<file path="config.mk">
export PLATFORM = sky130hd
export DESIGN_NAME = i2c_bus_event_detector
export DESIGN_NICKNAME = d
export VERILOG_FILES = /design/src/rtl/i2c_pkg.sv /design/src/rtl/i2c_line_edge.sv /design/src/rtl/i2c_bus_event_detector.sv
export SDC_FILE = /design/constraint.sdc
export NUM_CORES = 1
export LEC_CHECK = 0
export CORE_ASPECT_RATIO = 0.6
export CORE_UTILIZATION = 50
export CTS_CLUSTER_DIAMETER = 150
export DETAILED_ROUTE_END_ITERATION = 8
export PLACE_DENSITY = 0.83
export SYNTH_ARGS = -nofsm -noshare
export SYNTH_HDL_FRONTEND = slang
export SYNTH_SLANG_ARGS = --single-unit
</file>
<file path="constraint.sdc">
create_clock -name fastClock -period 1.8 [get_ports fastClock]
set_clock_uncertainty 0.1 [all_clocks]
set_input_delay 0.45 -clock fastClock [delete_from_list [all_inputs] [get_ports fastClock]]
set_output_delay 0.45 -clock fastClock [all_outputs]
set_load 0.1 [all_outputs]
</file>
<file path="src/rtl/i2c_pkg.sv">
// Shared definitions for the I2C bus event detector: FSM encoding, byte width
// and the level both bus lines idle at.
package i2c_pkg;
  typedef enum logic [1:0] {
    ST_IDLE = 2'd0,
    ST_DATA = 2'd1,
    ST_ACK  = 2'd2
  } i2c_state_e;

  localparam int   I2C_DATA_BITS  = 8;
  localparam logic I2C_IDLE_LEVEL = 1'b1;
endpackage

</file>
<file path="src/rtl/i2c_line_edge.sv">
// Previous-sample registers for SCL/SDA and combinational decode of SCL edges
// and START/STOP conditions; the parent registers the results.
module i2c_line_edge
  import i2c_pkg::*;
(
  input  logic fastClock,
  input  logic reset,
  input  logic scl,
  input  logic sda,
  output logic scl_rise,
  output logic scl_fall,
  output logic start,
  output logic stop
);
  logic scl_prev, sda_prev;

  always_ff @(posedge fastClock) begin
    if (reset) begin
      scl_prev <= I2C_IDLE_LEVEL;
      sda_prev <= I2C_IDLE_LEVEL;
    end else begin
      scl_prev <= scl;
      sda_prev <= sda;
    end
  end

  // START/STOP need SCL high on both samples, so a simultaneous SCL/SDA
  // change only ever shows up as an SCL edge.
  assign scl_rise = !scl_prev && scl;
  assign scl_fall = scl_prev && !scl;
  assign start    = scl_prev && scl && sda_prev && !sda;
  assign stop     = scl_prev && scl && !sda_prev && sda;
endmodule

</file>
<file path="src/rtl/i2c_bus_event_detector.sv">
// Turns debounced SCL/SDA into registered bus events, received bytes and ACKs.
// Optional SCL-low bus timeout is built when I2C_BUS_TIMEOUT_EN is defined.
module i2c_bus_event_detector
  import i2c_pkg::*;
#(
  parameter int TIMEOUT_CYCLES = 50000
) (
  input  logic       fastClock,
  input  logic       reset,
  input  logic       scl,
  input  logic       sda,
  output logic       startDetected,
  output logic       stopDetected,
  output logic       sclRise,
  output logic       sclFall,
  output logic [7:0] rxByte,
  output logic       rxValid,
  output logic       ackBit,
  output logic       ackValid,
  output logic       busBusy,
  output logic       busTimeout
);
  localparam int BCW = $clog2(I2C_DATA_BITS);

  if (TIMEOUT_CYCLES < 2) begin : g_bad_timeout
    $error("TIMEOUT_CYCLES must be at least 2");
  end

  logic                     ev_rise, ev_fall, ev_start, ev_stop;
  logic                     timeout_hit;
  i2c_state_e               state;
  logic [BCW-1:0]           bit_count;
  logic [I2C_DATA_BITS-1:0] shift_reg;
  logic [I2C_DATA_BITS-1:0] shifted;

  i2c_line_edge u_edge (
    .fastClock (fastClock),
    .reset     (reset),
    .scl       (scl),
    .sda       (sda),
    .scl_rise  (ev_rise),
    .scl_fall  (ev_fall),
    .start     (ev_start),
    .stop      (ev_stop)
  );

  assign shifted = {shift_reg[I2C_DATA_BITS-2:0], sda};

`ifdef I2C_BUS_TIMEOUT_EN
  localparam int TW = $clog2(TIMEOUT_CYCLES + 1);
  logic [TW-1:0] to_count;

  // Fires on the TIMEOUT_CYCLES-th consecutive SCL-low cycle of a transfer.
  assign timeout_hit = (state != ST_IDLE) && !scl &&
                       (to_count == TW'(TIMEOUT_CYCLES - 1));

  always_ff @(posedge fastClock) begin
    if (reset) begin
      to_count   <= '0;
      busTimeout <= 1'b0;
    end else begin
      busTimeout <= timeout_hit;
      if (state == ST_IDLE || scl || timeout_hit) to_count <= '0;
      else                                        to_count <= to_count + TW'(1);
    end
  end
`else
  assign timeout_hit = 1'b0;
  assign busTimeout  = 1'b0;
`endif

  always_ff @(posedge fastClock) begin
    if (reset) begin
      state         <= ST_IDLE;
      bit_count     <= '0;
      shift_reg     <= '0;
      startDetected <= 1'b0;
      stopDetected  <= 1'b0;
      sclRise       <= 1'b0;
      sclFall       <= 1'b0;
      rxByte        <= '0;
      rxValid       <= 1'b0;
      ackBit        <= 1'b0;
      ackValid      <= 1'b0;
      busBusy       <= 1'b0;
    end else begin
      startDetected <= 1'b0;
      stopDetected  <= 1'b0;
      rxValid       <= 1'b0;
      ackValid      <= 1'b0;
      sclRise       <= ev_rise;
      sclFall       <= ev_fall;
      // Timeout beats STOP beats START; bus conditions never coincide with SCL edges.
      if (timeout_hit) begin
        state   <= ST_IDLE;
        busBusy <= 1'b0;
      end else if (ev_stop) begin
        state        <= ST_IDLE;
        busBusy      <= 1'b0;
        stopDetected <= 1'b1;
      end else if (ev_start) begin
        state         <= ST_DATA;
        bit_count     <= '0;
        busBusy       <= 1'b1;
        startDetected <= 1'b1;
      end else if (ev_rise) begin
        case (state)
          ST_DATA: begin
            shift_reg <= shifted;
            bit_count <= bit_count + BCW'(1);
            if (bit_count == BCW'(I2C_DATA_BITS - 1)) begin
              rxByte  <= shifted;
              rxValid <= 1'b1;
              state   <= ST_ACK;
            end
          end
          ST_ACK: begin
            ackBit    <= sda;
            ackValid  <= 1'b1;
            bit_count <= '0;
            state     <= ST_DATA;
          end
          default: ;
        endcase
      end
    end
  end
endmodule

</file>
# [Yosys cells after proc, flatten, opt, wreduce, memory -nomap -nowiden]
# Index checks and enable logic that the tools add are counted.
[totals] latchBits=0 wordCells=60 mem_bits_rw=0 memories=0 rom_bits=0 register_bits=30
[op_classes] shift=0 n_lt_le_gt_ge=0 n_reduce_logical=24 n_mux=11 eq_ne=5 div=0 multipliers=0 bitwise=4 add_sub_neg=1
[op_table] op="$reduce_and A3 Y1" count=3
[op_table] op="$reduce_and A4 Y1" count=2
[op_table] op="$logic_and A1 B1 Y1" count=7
[op_table] op="$mux W1" count=6
[op_table] op="$mux W3" count=2
[op_table] op="$pmux W3 S2" count=1
[op_table] op="$reduce_and A5 Y1" count=1
[op_table] op="$reduce_or A5 Y1" count=1
[op_table] op="$logic_not A1 Y1" count=4
[op_table] op="$not A1 Y1" count=4
[op_table] op="$pmux W2 S2" count=1
[op_table] op="$reduce_bool A2 Y1" count=2
[op_table] op="$reduce_or A4 Y1" count=1
[op_table] op="$add A3 B1 Y3 const B" count=1
[op_table] op="$eq A3 B3 Y1 const B" count=1
[op_table] op="$ne A3 B3 Y1 const B" count=1
[op_table] op="$reduce_bool A3 Y1" count=1
[op_table] op="$reduce_or A3 Y1" count=1
[op_table] op="$eq A2 B1 Y1 const B" count=1
[op_table] op="$eq A2 B2 Y1 const B" count=1
[op_table] op="$mux W2" count=1
[op_table] op="$ne A2 B2 Y1 const B" count=1
[op_table] op="$reduce_or A2 Y1" count=1

# [Depth between registers and ports, before layout]
# Gate-level depths: netlist (run 1).
[logic_depth] depth_word=5 mapped_depth=6

# [Modules after synthesis]
# From an unflattened synthesis (run 1), not the netlist that was laid out.
[hier_totals] hier_cells=123 hier_area_um2=1281.2
[modules_own_cells] mod="i2c_bus_event_detector" cells_each=115 seq_area_each_um2=560.5 area_per_inst_um2=1196.1 n_inst=1
[modules_own_cells] mod="i2c_line_edge" cells_each=8 seq_area_each_um2=40.0 area_per_inst_um2=85.1 n_inst=1

# [Worst setup path after synthesis (run 1)]
# No wires, ideal clock.
[synth_path] path_type="register -> register" startpoint="register busBusy (netlist name)" endpoint="register busBusy" path_slack_ns=0.241 path_stages_with_launch=4 n_path_buf=0 t_arrival_ns=1.388 synth_period_minus_slack_ns=1.559 setup_ns=0.071 cell_sequence="dfxtp_1 > a31oi_1 > or2_2 > a21oi_1"
[synth_rtl] element="end signal: assignment" line_no="i2c_bus_event_detector.sv:85" text="busBusy <= 1'b0;"
[synth_rtl] element="end signal: assignment" line_no="i2c_bus_event_detector.sv:96" text="busBusy <= 1'b0;"
[synth_rtl] element="end signal: assignment" line_no="i2c_bus_event_detector.sv:99" text="busBusy <= 1'b0;"
[synth_rtl] element="end: declaration" line_no="i2c_bus_event_detector.sv:20" text="output logic busBusy,"

# [Worst setup path after layout (run 1)]
[layout_path] startpoint="input port sda" endpoint="register bit_count[0]"
[layout_between] elab_chain_cells=4 elab_cells_between_ends=8 cone_classes="1 x mux; 1 x bitwise; 6 x reduce/logical"
[layout_lines] element="start: declaration" line_no="i2c_bus_event_detector.sv:11" text="input logic sda,"
[layout_lines] element="$logic_not A1 Y1" line_no="i2c_line_edge.sv:31" text="assign start = scl_prev && scl && sda_prev && !sda;"
[layout_lines] element="$logic_and A1 B1 Y1" line_no="i2c_line_edge.sv:31"
[layout_lines] element="$reduce_bool A3 Y1 (no line) / $reduce_bool A2 Y1 (equally long branches)"
[layout_lines] element="$reduce_and A3 Y1 (no line)"
[layout_lines] element="end signal: assignment" line_no="i2c_bus_event_detector.sv:110" text="bit_count <= bit_count + BCW'(1);"
[layout_lines] element="end: declaration" line_no="i2c_bus_event_detector.sv:32" text="logic [BCW-1:0] bit_count;"
# Parallel ways exist; a longest one is shown, timed or not.
# A chain may end at the register's enable or synchronous reset.

==> run metrics, run 1 <==
Setup TNS 0 ns; starting density of the core 52.99%; H-Tree Depth 2; Final Max Slew Viols 0; Hold Vio Cnt, Final 0; r2r setup slk 0.33 ns; Final ANT Viol Nets 0; number of global-route vias before repair 928; first-pass GRT wire length 4436 µm; placed inst area 1609 µm²; worst slack, placed -0.2059 ns; die width 64.05 µm; Diodes inserted 0; Synth Warn # 0; Data required, critical path 1.89 ns; Worst Setup End Kind flop; ratio of final minimum period to clock period 95.85%; TritonCTS buffer count 5; max reg flops 8; critical path class in -> reg; async set-or-reset flop fraction in the synthesized netlist 0%; largest net degree at the start of global routing 17; fin nets 160; Layout area overhead 46.59%; sequential area share after synthesis 52.00%; CP max stage delay 0.56 ns; CP max-delay cell clkdlybuf4s50_1; Final HPWL DP 2009 µm; Post-Synthesis Cell Area 1155 µm²; RSZ-0062 raised after global routing no; DR vias 964; Sink Count 30; top cell type's share of synthesized area 52.00%; Hold Crit Class reg -> reg; worst skew pair latency 0.28 ns; crit path buf inv count 1; gpl congestion 0.8126; DR iter-0 viols 58; Synth area leader dfxtp_1; TritonRoute pass-1 iters 4; CTS tree yes; Startpoint Class primary input; drc violations 0; status finished clean; CTS clk-pin slew, worst paths 0.06 ns; clock tree buffer depth 2; fmax 0.5796 GHz; post-route cell area 1693 µm²; minimum clock period after layout 1.725 ns; P_leak 0.6769 nW; most frequent cells after synthesis dfxtp_1 (30), nand2_1 (19), nor2_1 (15); Buffers on Ports 19; Cells after Synth 123; total track usage 27.35%; worst setup margin 0.07463 ns; crit-path max FO 5; endpoints failing setup 0; fill count 129; #FFs+latches synth 30; WL final 2855 µm; syn_nets 129; die area 2512 µm²; delay-heaviest family, CP buffers and inverters; die height 39.23 µm; pwr/cell area 798.9 nW/µm²; initial antenna violation count 0; most frequent cell after synthesis dfxtp_1; Root Buffer clkbuf_8; final core occ 77.67%; GRT overflow 0; CP Cell Sequence clkdlybuf4s50_1 > nand3b_1 > o21ai_0 > nand2_1 > mux2i_1; core box area 2180 µm²; Post-synth EDFFs 0; Post-CTS Setup Bufs 0; I/O pin count 21; routed len/inst 15.60 µm; ys flop type dfxtp_1; share of cells above drive strength 1 25.49%; VDD IR max 0.7248 mV; Hold-fix buffers, CTS 0; synth unique cells 24; top cells by area, synth dfxtp_1 (52%), mux2i_1 (9.5%), nand2_1 (6.2%); Syn Area/Cell 9.389 µm²; maxcap violations 0; Worst Path Arrival 1.82 ns; # rows 13; Avg Vias per Cell 5.268
[layout make-up]
class / count / area (µm²) / area share [%]
Multi-Input combinational cell: 86 / 510.5 / 30.16
Clock buffer: 6 / 82.58 / 4.878
Tap cell: 30 / 37.54 / 2.217
Inverter: 1 / 3.754 / 0.2217
Timing Repair Buffer: 30 / 457.9 / 27.05
Sequential cell: 30 / 600.6 / 35.48
[logic make-up (layout without fill, tap and decap cells)]
logic type,count (synthesis),in the layout,synth area share (%)
multiplexers,11,11,9.535
XOR/XNOR,1,1,0.7585
other,1,1,0.3247
AND/OR/NAND/NOR,55,55,23.83
buffers and inverters,7,37,3.900
adder cells (fa/ha/maj),2,2,2.167
AO/OA/AOI/OAI,16,16,7.476
flip-flops,30,30,52.00
[report_power, final]
group | switching (W) | total, W | internal, W | leakage [nW]
Combinational | 0.0000852 | 0.000141 | 0.0000556 | 0.391
Sequential | 0.0000115 | 0.000687 | 0.000675 | 0.243
Clock | 0.000231 | 0.000525 | 0.000294 | 0.0431
Total | 0.000328 | 0.00135 | 0.00102 | 0.677
[placed cells by master (no fill, tap or decap), types with 2 or more instances in the layout]
master / count
ha_1: 2
buf_12: 18
buf_4: 9
nor2_1: 15
nand3b_1: 3
a21oi_1: 10
clkdlybuf4s50_1: 3
or2_2: 3
dfxtp_1: 30
nand2b_1: 7
clkbuf_8: 6
nor3_1: 4
nand2_1: 19
mux2i_1: 11
o21ai_0: 3
[metrics by stage]
stage	instances	power (W)	hold slack [ns]
final	183	0.001352	0.3580
after global routing	183	0.001408	0.3956
after CTS	183	0.001356	0.3582
after detailed placement	177	0.0008381	0.3504
after global placement	177	0.0008326	0.3439
after floorplan	123	0.0007818	0.3312
[path summary, 6_finish.rpt]
check | from | endpoint | cells after the start
worst min-delay path | shift_reg[6]$_SDFFE_PP0P_ | rxByte[7]$_SDFFE_PP0P_ | 2
worst max-delay path | sda | bit_count[0]$_SDFFE_PP0P_ | 5
worst min register to register | shift_reg[6]$_SDFFE_PP0P_ | rxByte[7]$_SDFFE_PP0P_ | 2
worst max register to register | bit_count[0]$_SDFFE_PP0P_ | state[1]$_SDFFE_PP0P_ | 5
[tightest hold or removal path, cell delays in order, from the launching register on]
cell and delay (ns):
dfxtp_1 0.31, nand2_1 0.05, a21oi_1 0.05
[timing repair]
| action | in CTS | in global routing |
|---|---|---|
| endpoints found under the hold margin | 0 | 0 |
| gates resized for setup | 0 | 1 |
| endpoints found under the setup margin | 0 | 1 |
[metal layers]
layer | GRT usage (%) | part of all wire (%)
met2 | 49.20 | 50
met5 | 0 | 0
met3 | 12.06 | 6.2
met4 | 15.91 | 2.9
met1 | 27.50 | 41
Power figures use the tool's default switching activity.
==> run 2: changes to the inputs <==
--- a/config.mk
+++ b/config.mk
@@ -5,11 +5,13 @@
 export SDC_FILE = /design/constraint.sdc
 export NUM_CORES = 1
 export LEC_CHECK = 0
+export CELL_PAD_IN_SITES_DETAIL_PLACEMENT = 1
+export CELL_PAD_IN_SITES_GLOBAL_PLACEMENT = 2
 export CORE_ASPECT_RATIO = 0.6
-export CORE_UTILIZATION = 50
+export CORE_UTILIZATION = 30
 export CTS_CLUSTER_DIAMETER = 150
 export DETAILED_ROUTE_END_ITERATION = 8
-export PLACE_DENSITY = 0.83
+export PLACE_DENSITY = 0.81
 export SYNTH_ARGS = -nofsm -noshare
 export SYNTH_HDL_FRONTEND = slang
 export SYNTH_SLANG_ARGS = --single-unit
==> run 2 against run 1 <==
  * Combinational power shrank 6%
  * Worst hold slack gained 0.018 ns
  * Cell area grew 0.81%
  * Highest routed layer unchanged
  * Maximum frequency up 4.5%
==> run metrics, run 2 (synthesis gave the netlist of run 1 again) <==
first-pass GRT wire length 4395 µm (was 4436 µm); Layout area overhead 47.78% (was 46.59%); Data required, critical path 1.89 ns (about the same); Post-CTS Setup Bufs 0 (unchanged); CTS tree yes (unchanged); routed len/inst 12.58 µm (was 15.60 µm); fmax 0.6055 GHz (was 0.5796 GHz); P_leak 0.6715 nW (was 0.6769 nW); WL final 2515 µm (was 2855 µm); Avg Vias per Cell 4.645 (was 5.268); final core occ 46.38% (was 77.67%); Clock power frac 40.4% (was 38.8%); core box area 3680 µm² (was 2180 µm²); ratio of final minimum period to clock period 91.76% (was 95.85%); cells on worst reg2reg path 5 (unchanged); gpl congestion 0.7295 (was 0.8126); Hold-fix buffers, CTS 0 (unchanged); # rows 17 (was 13); Diodes inserted 0 (unchanged); minimum clock period after layout 1.652 ns (was 1.725 ns); Hold Crit Class reg -> reg (unchanged); Hold Vio Cnt, Final 0 (unchanged); PnR Total Power 0.001376 W (was 0.001352 W); number of global-route vias before repair 935 (was 928); switching share of total power 24.72% (was 24.24%); status finished clean (unchanged); RR Startpoint bit_count[0]$_SDFFE_PP0P_ (unchanged); starting density of the core 31.38% (was 52.99%); pwr/cell area 806.1 nW/µm² (was 798.9 nW/µm²); fin nets 158 (was 160); sequential share of power 49.9% (was 50.8%); worst skew pair latency 0.28 ns (about the same); most frequent cells in the layout dfxtp_1 (30), nand2_1 (19), buf_12 (18), nor2_1 (15), mux2i_1 (11) (unchanged); die area 4110 µm² (was 2512 µm²); post-cts resize count 0 (unchanged); Final ANT Viol Nets 0 (unchanged); maxcap violations 0 (unchanged); crit-path max FO 9 (was 5); RSZ-0062 raised after global routing no (unchanged); max reg flops 8 (unchanged); share of cells above drive strength 1 24.18% (was 25.49%); initial antenna violation count 0 (unchanged); Final HPWL DP 1888 µm (was 2009 µm); commonest non-fill, non-tap cell in the layout dfxtp_1 (unchanged); DR vias 929 (was 964); r2r setup slk 0.29 ns (was 0.33 ns); Combinational Power Share 9.7% (was 10.4%); DR iter-0 viols 21 (was 58); worst hold path depth 2 (unchanged); clock tree buffer depth 2 (unchanged); Root Buffer clkbuf_8 (unchanged); Sink Count 30 (unchanged); Switch Pwr 0.0003400 W (was 0.0003278 W); I/O pin count 21 (unchanged); Buffers on Ports 19 (unchanged); VDD IR max 0.4335 mV (was 0.7248 mV); Final Max Slew Viols 0 (unchanged); drc violations 0 (unchanged); H-Tree Depth 2 (unchanged); Worst Setup End Kind flop (unchanged); Startpoint Class primary input (unchanged); total track usage 14.84% (was 27.35%); Hold Crit Start shift_reg[6]$_SDFFE_PP0P_ (unchanged); GRT overflow 0 (unchanged); RR Endpoint state[1]$_SDFFE_PP0P_ (unchanged); TritonCTS buffer count 5 (unchanged); fill count 407 (was 129); TritonRoute pass-1 iters 4 (unchanged); Int Power 0.001036 W (was 0.001025 W); critical path class in -> reg (unchanged); die height 50.06 µm (was 39.23 µm); Worst Path Arrival 1.74 ns (was 1.82 ns); endpoints failing setup 0 (unchanged); die width 82.10 µm (was 64.05 µm); largest net degree at the start of global routing 33 (was 17); CTS clk-pin slew, worst paths 0.06 ns (about the same); WHS Endpoint rxByte[7]$_SDFFE_PP0P_ (unchanged)
run 2: changes by cell type in the layout (fill, tap and decap cells not counted):
| cell | change |
|---|---|
| buf_4 | -2 |
| clkbuf_1 | +1 |
| and2_1 | +1 |
| and2_2 | -1 |
| clkinv_2 | +1 |
run 2: stage by stage:
stage | instances | setup TNS, ns | instance area [µm²] | hold slack (ns) | worst slack [ns]
3_3_place_gp | 192 | -0.6162 | 1615 | 0.3538 | -0.07615
6_report | 200 | 0 | 1707 | 0.3763 | 0.1484
4_1_cts | 200 | 0 | 1707 | 0.3708 | 0.1453
2_1_floorplan | 123 | 0 | 1155 | 0.3312 | 0.2407
5_1_grt | 200 | 0 | 1707 | 0.3969 | 0.06226
3_5_place_dp | 192 | -1.518 | 1615 | 0.3558 | -0.1403
run 2: routing by layer:
metal  vias to the layer above  wire [µm]  GRT usage (%)
li1                        465          -              -
met1                       440       1346          21.09
met2                        19       1025          19.56
met3                         5        103          5.185
met4                         0         40          7.018
met5                         -          0              0
run 2: worst max path at each step:
| stage | start | to | slack (ns) | depth (start not counted) |
|---|---|---|---|---|
| after global routing | scl | rxByte[3]$_SDFFE_PP0P_ | 0.06 | 5 |
| after floorplan | busBusy$_SDFFE_PP0P_ | busBusy$_SDFFE_PP0P_ | 0.24 | 3 |
| after global placement | scl | rxByte[2]$_SDFFE_PP0P_ | -0.08 | 5 |
| final | scl | state[1]$_SDFFE_PP0P_ | 0.15 | 5 |
| after detailed placement | scl | state[1]$_SDFFE_PP0P_ | -0.14 | 5 |
| after CTS | scl | state[1]$_SDFFE_PP0P_ | 0.15 | 5 |
run 2: critical path, stage by stage:
cell and delay (ns):
clkdlybuf4s50_1 0.47, and4bb_1 0.24, and2_1 0.35, nor2_1 0.09, nor4_2 0.14
run 2: power by group through the flow:
stage / combinational, W / clock, W / sequential, W
after global placement: 0.000132 / 0 / 0.000700
after CTS: 0.000134 / 0.000572 / 0.000686
final: 0.000133 / 0.000556 / 0.000687
after global routing: 0.000142 / 0.000607 / 0.000688
after detailed placement: 0.000134 / 0 / 0.000701
after floorplan: 0.0000517 / 0 / 0.000730
run 2: cell type report:
| type | count | area (µm²) | area share [%] |
|---|---|---|---|
| Sequential cell | 30 | 600.6 | 35.19 |
| Multi-Input combinational cell | 86 | 509.2 | 29.84 |
| Timing Repair Buffer | 28 | 442.9 | 25.95 |
| Clock buffer | 7 | 86.33 | 5.059 |
| Tap cell | 47 | 58.81 | 3.446 |
| Clock inverter | 1 | 5.005 | 0.2933 |
| Inverter | 1 | 3.754 | 0.2199 |
